File: src/rtl/gain_select_ctrl_if.sv
// Gain command handshake between a controller and gain_select_ctrl.
// The master offers a gain code and the block accepts it when cmd_ready is high.
interface gain_select_ctrl_if;
    logic       cmd_valid;
    logic [1:0] cmd_gain;
    logic       cmd_ready;

    modport master (output cmd_valid, output cmd_gain, input cmd_ready);
    modport slave  (input cmd_valid, input cmd_gain, output cmd_ready);
endinterface

File: src/rtl/gain_select_ctrl.sv
// Break-before-make sequencer for a 3-input analog gain mux: disables the mux,
// waits a dead time, changes the selects, lets them settle, then re-enables.
module gain_select_ctrl #(
    parameter int unsigned DEAD_CYC   = 4,
    parameter int unsigned SETTLE_CYC = 16
) (
    input  logic               clk,
    input  logic               rst,
    gain_select_ctrl_if.slave  cmd,
    input  logic               mute,
    output logic               sen,
    output logic               s1,
    output logic               s0,
    output logic [1:0]         cur_gain,
    output logic               busy,
    output logic               done,
    output logic               err
);

    typedef enum logic [1:0] {
        IDLE   = 2'd0,
        BREAK  = 2'd1,
        SETTLE = 2'd2
    } state_t;

    // Counters load with N-1 so that exactly N cycles are spent in the state.
    localparam logic [7:0] DEAD_LOAD   = 8'(DEAD_CYC - 1);
    localparam logic [7:0] SETTLE_LOAD = 8'(SETTLE_CYC - 1);

    state_t     state_reg,      state_next;
    logic [7:0] dead_cnt_reg,   dead_cnt_next;
    logic [7:0] settle_cnt_reg, settle_cnt_next;
    logic [1:0] gain_reg,       gain_next;
    logic [1:0] target_reg,     target_next;
    logic       sen_reg,        sen_next;
    logic       done_reg,       done_next;
    logic       err_reg,        err_next;

    always_ff @(posedge clk) begin
        if (rst) begin
            state_reg      <= IDLE;
            dead_cnt_reg   <= 8'd0;
            settle_cnt_reg <= 8'd0;
            gain_reg       <= 2'd0;
            target_reg     <= 2'd0;
            sen_reg        <= 1'b0;
            done_reg       <= 1'b0;
            err_reg        <= 1'b0;
        end else begin
            state_reg      <= state_next;
            dead_cnt_reg   <= dead_cnt_next;
            settle_cnt_reg <= settle_cnt_next;
            gain_reg       <= gain_next;
            target_reg     <= target_next;
            sen_reg        <= sen_next;
            done_reg       <= done_next;
            err_reg        <= err_next;
        end
    end

    always_comb begin
        state_next      = state_reg;
        dead_cnt_next   = dead_cnt_reg;
        settle_cnt_next = settle_cnt_reg;
        gain_next       = gain_reg;
        target_next     = target_reg;
        sen_next        = sen_reg;
        done_next       = 1'b0;
        err_next        = 1'b0;

        case (state_reg)
            IDLE: begin
                sen_next = ~mute;
                if (cmd.cmd_valid) begin
                    if (cmd.cmd_gain == 2'd3) begin
                        err_next = 1'b1;
                    end else if (cmd.cmd_gain == gain_reg) begin
                        done_next = 1'b1;
                    end else begin
                        state_next    = BREAK;
                        target_next   = cmd.cmd_gain;
                        dead_cnt_next = DEAD_LOAD;
                        sen_next      = 1'b0;
                    end
                end
            end
            BREAK: begin
                if (dead_cnt_reg == 8'd0) begin
                    state_next      = SETTLE;
                    gain_next       = target_reg;
                    settle_cnt_next = SETTLE_LOAD;
                end else begin
                    dead_cnt_next = dead_cnt_reg - 8'd1;
                end
            end
            SETTLE: begin
                if (settle_cnt_reg == 8'd0) begin
                    state_next = IDLE;
                    done_next  = 1'b1;
                    // Mute changes during the sequence only matter here.
                    sen_next   = ~mute;
                end else begin
                    settle_cnt_next = settle_cnt_reg - 8'd1;
                end
            end
            default: state_next = IDLE;
        endcase
    end

    assign cmd.cmd_ready = (state_reg == IDLE);
    assign busy          = (state_reg != IDLE);
    assign sen           = sen_reg;
    assign s1            = gain_reg[1];
    assign s0            = gain_reg[0];
    assign cur_gain      = gain_reg;
    assign done          = done_reg;
    assign err           = err_reg;

endmodule

File: src/flat_wrapper.sv
// flat-port wrapper written by rule: the top's interface ports become plain ports
module gain_select_ctrl_flat 
#(
    parameter int unsigned DEAD_CYC   = 4,
    parameter int unsigned SETTLE_CYC = 16
)
  (clk, rst, mute, sen, s1, s0, cur_gain, busy, done, err, cmd_cmd_valid, cmd_cmd_gain, cmd_cmd_ready);
  gain_select_ctrl_if cmd_i ();
  input  logic clk;
  input  logic rst;
  input  logic mute;
  output logic sen;
  output logic s1;
  output logic s0;
  output logic [1:0] cur_gain;
  output logic busy;
  output logic done;
  output logic err;
  input wire logic [$bits(cmd_i.cmd_valid)-1:0] cmd_cmd_valid;
  input wire logic [$bits(cmd_i.cmd_gain)-1:0] cmd_cmd_gain;
  output wire logic [$bits(cmd_i.cmd_ready)-1:0] cmd_cmd_ready;
  assign cmd_i.cmd_valid = cmd_cmd_valid;
  assign cmd_i.cmd_gain = cmd_cmd_gain;
  assign cmd_cmd_ready = cmd_i.cmd_ready;
  gain_select_ctrl #(.DEAD_CYC(DEAD_CYC), .SETTLE_CYC(SETTLE_CYC)) u_core (.clk(clk), .rst(rst), .cmd(cmd_i), .mute(mute), .sen(sen), .s1(s1), .s0(s0), .cur_gain(cur_gain), .busy(busy), .done(done), .err(err));
endmodule
File: config.mk
export PLATFORM = sky130hd
export DESIGN_NAME = gain_select_ctrl_flat
export DESIGN_NICKNAME = d
export VERILOG_FILES = /design/src/rtl/gain_select_ctrl_if.sv /design/src/rtl/gain_select_ctrl.sv /design/src/flat_wrapper.sv
export SDC_FILE = /design/constraint.sdc
export NUM_CORES = 1
export LEC_CHECK = 0
export ABC_AREA = 0
export BUFFER_PORTS_ARGS = -buffer_cell sky130_fd_sc_hd__buf_2
export CAP_MARGIN = 0
export CORE_MARGIN = 4
export CORE_UTILIZATION = 50
export CTS_CLUSTER_DIAMETER = 150
export DETAILED_ROUTE_END_ITERATION = 10
export HOLD_SLACK_MARGIN = 0.05
export PLACE_DENSITY_LB_ADDON = 0.2
export SYNTH_ARGS = -nofsm -noshare
export SYNTH_HDL_FRONTEND = slang
export SYNTH_SLANG_ARGS = --single-unit
File: constraint.sdc
create_clock -name clk -period 3.17 [get_ports clk]
set_clock_uncertainty 0.1 [all_clocks]
set_input_delay 0.4755 -clock clk [delete_from_list [all_inputs] [get_ports clk]]
set_output_delay 0.4755 -clock clk [all_outputs]
set_load 0.005 [all_outputs]
### Yosys cells after proc, flatten, opt, wreduce, memory -nomap -nowiden

Index checks and enable logic that the tools add are counted.

| operators by class | value |
|---|---|
| multiply operators | 0 |
| $add $sub $neg | 2 |
| bitwise gates (word level) | 5 |
| magnitude comparators | 0 |
| multiplexer cells | 25 |
| div/mod/pow operators | 0 |
| reductions and logical operators | 14 |
| equal/unequal tests | 11 |
| shift operators | 0 |

Operator list:

| cell | number |
|---|---|
| $mux 8 | 6 |
| $pmux 8 s2 | 2 |
| $logic_not 8->1 | 2 |
| $sub 8x1->8 const B | 2 |
| $mux 2 | 5 |
| $ne 2x2->1 const B | 5 |
| $reduce_and 5->1 | 2 |
| $mux 1 | 9 |
| $reduce_bool 2->1 | 4 |
| $pmux 2 s3 | 1 |
| $not 1->1 | 5 |
| $eq 2x2->1 const B | 2 |
| $ne 2x1->1 const B | 2 |
| $pmux 1 s2 | 2 |
| $reduce_and 2->1 | 2 |
| $reduce_and 4->1 | 1 |
| $reduce_and 3->1 | 1 |
| $reduce_or 3->1 | 1 |
| $eq 2x1->1 const B | 1 |
| $eq 2x2->1 | 1 |
| $logic_not 2->1 | 1 |

| word-level totals | value |
|---|---|
| bits in latches | 0 |
| logic and storage cells | 65 |
| memory bits (read-only) | 0 |
| memories kept | 0 |
| RAM bits | 0 |
| output and inout bits | 9 |
| bits of input ports | 6 |
| register bits | 25 |

### Logic depth before layout (Yosys ltp)

| depth | value |
|---|---|
| depth in word-level cells | 5 |
| depth in mapped cells | 6 |
| mapped depth without buffers | 6 |

### Least setup slack after synthesis

Ideal clock, no wire load.

| timing path | value |
|---|---|
| path kind | register to register |
| start | reg u_core.settle_cnt_reg[0] |
| end | reg u_core.settle_cnt_reg[7] |
| clock period less this slack | 2.013 ns |
| required time | 2.984 ns |
| cell stages (with the launch flop) | 7 |
| library setup time | 0.086 ns |
| data arrival time | 1.827 ns |
| path buffers | 0 |
| setup slack | 1.157 ns |
| path through | dfxtp_1 inv_1 ha_1 nor3b_1 a2111o_1 or4_1 a211oi_1 |

| between the ends | value |
|---|---|
| longest elaborated chain between the ends | 3 |
| elaborated cells on any way between the ends | 6 |
| classes of those cells | add/sub: 1; eq/ne: 1; mux: 2; reduce/logical: 2 |

RTL lines:

| element | RTL line | source |
|---|---|---|
| start: declaration | gain_select_ctrl.sv:32 | `logic [7:0] settle_cnt_reg, settle_cnt_next;` |
| start signal: assignment | gain_select_ctrl.sv:52 | `settle_cnt_reg <= settle_cnt_next;` |
| $sub 8x1->8 or $logic_not 8->1 (tied branches) | gain_select_ctrl.sv:103, gain_select_ctrl.sv:97 |  |
| $mux 8 or $ne 2x2->1 (tied branches) | -- |  |
| $pmux 8 s2 or $reduce_and 3->1 (tied branches) | -- |  |

Several ways; a longest one is shown, not always the timed one. The select of a mux whose other input is x is not followed.
A chain may end at the register's enable or synchronous reset.

### Worst setup path in the final report

Same ends and word-level chain as after synthesis.

==> flow_metrics.tcl <==
set metrics [dict create \
    yosysTopAreaCellShare_pct 34.8 \
    max-vdd-ir-drop_mv 0.409 \
    io_buffers 14 \
    row_count 19 \
    p_clk_share_pct 19.7 \
    period_minus_slack_ns 2.17 \
    cp.required_ns 3.32 \
    synth_cells 163 \
    final_antenna_net_count 0 \
    p_int_w 0.000491 \
    synth_edf_count 0 \
    regArea_sq_um 500 \
    yosys.area_share.simple_pct 27.9 \
    grt_pass1_vias 1190 \
    synth_top_family_by_area "simple AND/OR/NAND/NOR gates" \
    clock_path_buffers 2 \
    min_path_type "in2reg" \
    cts_tree "done" \
    wire_per_inst_um 14.5 \
    worstPathArrival_ns 2.32 \
    synth_area_sq_mm 0.00144 \
    area_growth_pct 5.30 \
    htreeDepth 1 \
    drt-initial-drc-count 72 \
    grt_use_met3_pct 4.61 \
    yosysTopAreaCell "dfxtp_1" \
    setup-violations-final 0 \
    drc_errors 0 \
    synth_common_cells "25 x dfxtp_1, 13 x a21oi_1, 8 x inv_1, 8 x nor2_1" \
    slew_headroom_pct 42.5 \
    timing.fmax_ghz 0.461 \
    startpoint_type "flop" \
    synth_nets 173 \
    wirelength_um 2910 \
    final_nets 181 \
    viasPerCell 5.93 \
    cts_buffers 3 \
    pwr-share-seq_pct 50.5 \
    finalCritPeriodShare_pct 68.5 \
    fin_tns_setup_ns 0 \
    synthAdderAreaFrac_pct 3.48 \
    slew_violations 0 \
    cap_violations 0 \
    cts.sinks 25 \
    antenna_found_initial 0 \
    cts.hold.buffers_added 0 \
    gr-usage-met2_pct 30.6 \
    cp-end-kind "flop" \
    synth_xor_area_share_pct 4.26 \
    dp_slack_ns 1.02 \
    path_max_fanout 9 \
    max_slew.worst_pin.slew_ns 0.861 \
    die_area_sq_mm 0.00380 \
    top_usage_layer "met2" \
    fp.dieW_um 61.6 \
    num_vias 1191 \
    cts_root_buf "clkbuf_4" \
    multi_input_area_sq_um 850 \
    avgSynthCellArea_sq_um 8.83 \
    cts_resized 0 \
    grt_remaining_overflow 0 \
    place_hpwl_um 2100 \
    critPathKind "reg2reg" \
    seq_area_frac_synth_pct 34.8 \
    gp_congestion 0.826 \
    num_io_pins 15 \
    fillers 260 \
    grt_max_degree 25 \
    clk_latency_ns 0.32 \
    rsz0062_at_grt "false" \
    grt_use_met1_pct 22.4 \
    synthArstFlopShare_pct 0 \
    layout-drive-gt1-share_pct 17.6 \
    clk_pin_slew_ns 0.14 \
    start_util_pct 52.2 \
    utilization_pct 54.9 \
    netSwitchingPower_w 0.000260 \
    powerDensity_mw_per_mm2 496 \
    synthDistinctLibCells 48 \
    ys_ff_latch 25 \
    synthMuxAreaShare_pct 2.09 \
    fp.dieH_um 61.6 \
    yosys-top-cells-area "dfxtp_1 35%, a21oi_1 4.5%, nor3b_1 3.7%" \
    p_leak_nw 0.541 \
    setup_ws_ns 0.999 \
    synth_most_common_cell "dfxtp_1" \
    n_antenna_cell 0 \
    whs_ns 0.238 \
    finalPower_w 0.000751 \
    post-cts-setup-buffer-count 0 \
    p_sw_share_pct 34.6 \
    outcome "finished, final reports clean" \
    coreArea_sq_mm 0.00276 \
    p_comb_share_pct 29.8 \
    ys.flop_type "dfxtp_1" \
    grt_pass1_wl_um 5210 \
    hold_viol_final 0 \
    dr.pass1.iters 4 \
    ys_warn_count 0 \
    grt.total_usage_pct 18.1 \
    synth_compound_area_share_pct 21.3 \
]
==> power by group through the flow <==
stage	sequential [W]	combinational, W	clock, W
CTS	0.000379	0.000226	0.000156
floorplan	0.000370	0.000191	0
detailed placement	0.000386	0.000226	0
global placement	0.000383	0.000218	0
global route	0.000385	0.000259	0.000167
finish	0.000379	0.000224	0.000148
==> area by class of cell <==
| type | count | area share, % |
|---|---|---|
| well taps | 31 | 2.56 |
| clock buffers | 4 | 1.73 |
| flip-flops and latches | 25 | 33.0 |
| repair buffers | 14 | 4.62 |
| multi-input cells | 119 | 56.1 |
| inverters | 8 | 1.98 |
==> cells in the final DEF (no fill, tap or decap), types with 3 or more instances in the layout <==
cell      count
dfxtp_1      25
buf_2        14
a21oi_1      13
inv_1         8
nor2_1        8
nor3b_1       7
nor3_1        7
xnor2_1       6
nand2b_1      5
nand2_1       5
nand3b_1      5
a211oi_1      5
or2_2         4
o21ai_0       4
nor4_1        4
ha_1          4
mux2i_1       3
nor2b_1       3
clkbuf_4      3
==> logic make-up (layout without fill, tap and decap cells) <==
family,Yosys count,count (layout)
fa+ha+maj,4,4
compound gates,43,43
flops,25,25
mux,3,3
simple gates,62,62
xor+xnor,7,7
buf+inv,19,26
==> critical path: stages, from the launching register on <==
cell	delay [ns]
dfxtp_1	0.39
inv_1	0.09
ha_1	0.20
nor3b_1	0.22
a2111o_1	0.48
or4_1	0.40
a211oi_1	0.22
==> path summary, 6_finish.rpt <==
check                                start  cells after the start  slack (ns)                  endpoint
setup / recovery  u_core.settle_cnt_reg[0]                      6         1.0  u_core.settle_cnt_reg[7]
hold / removal                        mute                      2        0.24                u_core.sen
setup reg to reg  u_core.settle_cnt_reg[0]                      6         1.0  u_core.settle_cnt_reg[7]
hold reg to reg   u_core.settle_cnt_reg[7]                      2        0.40  u_core.settle_cnt_reg[7]
==> routing by layer <==
| metal | wire, um | part of all wire, % |
|---|---|---|
| met2 | 1400 | 48 |
| met4 | 28 | 0.96 |
| met1 | 1390 | 48 |
| met5 | 0 | 0 |
| met3 | 83 | 2.9 |
==> stage by stage <==
| stage | area (sq um) | std cells |
|---|---|---|
| 2_1_floorplan | 1440 | 163 |
| 3_3_place_gp | 1490 | 197 |
| 3_5_place_dp | 1490 | 197 |
| 4_1_cts | 1520 | 201 |
| 5_1_grt | 1520 | 201 |
| 6_report | 1520 | 201 |
(Power assumes the default switching activity.)
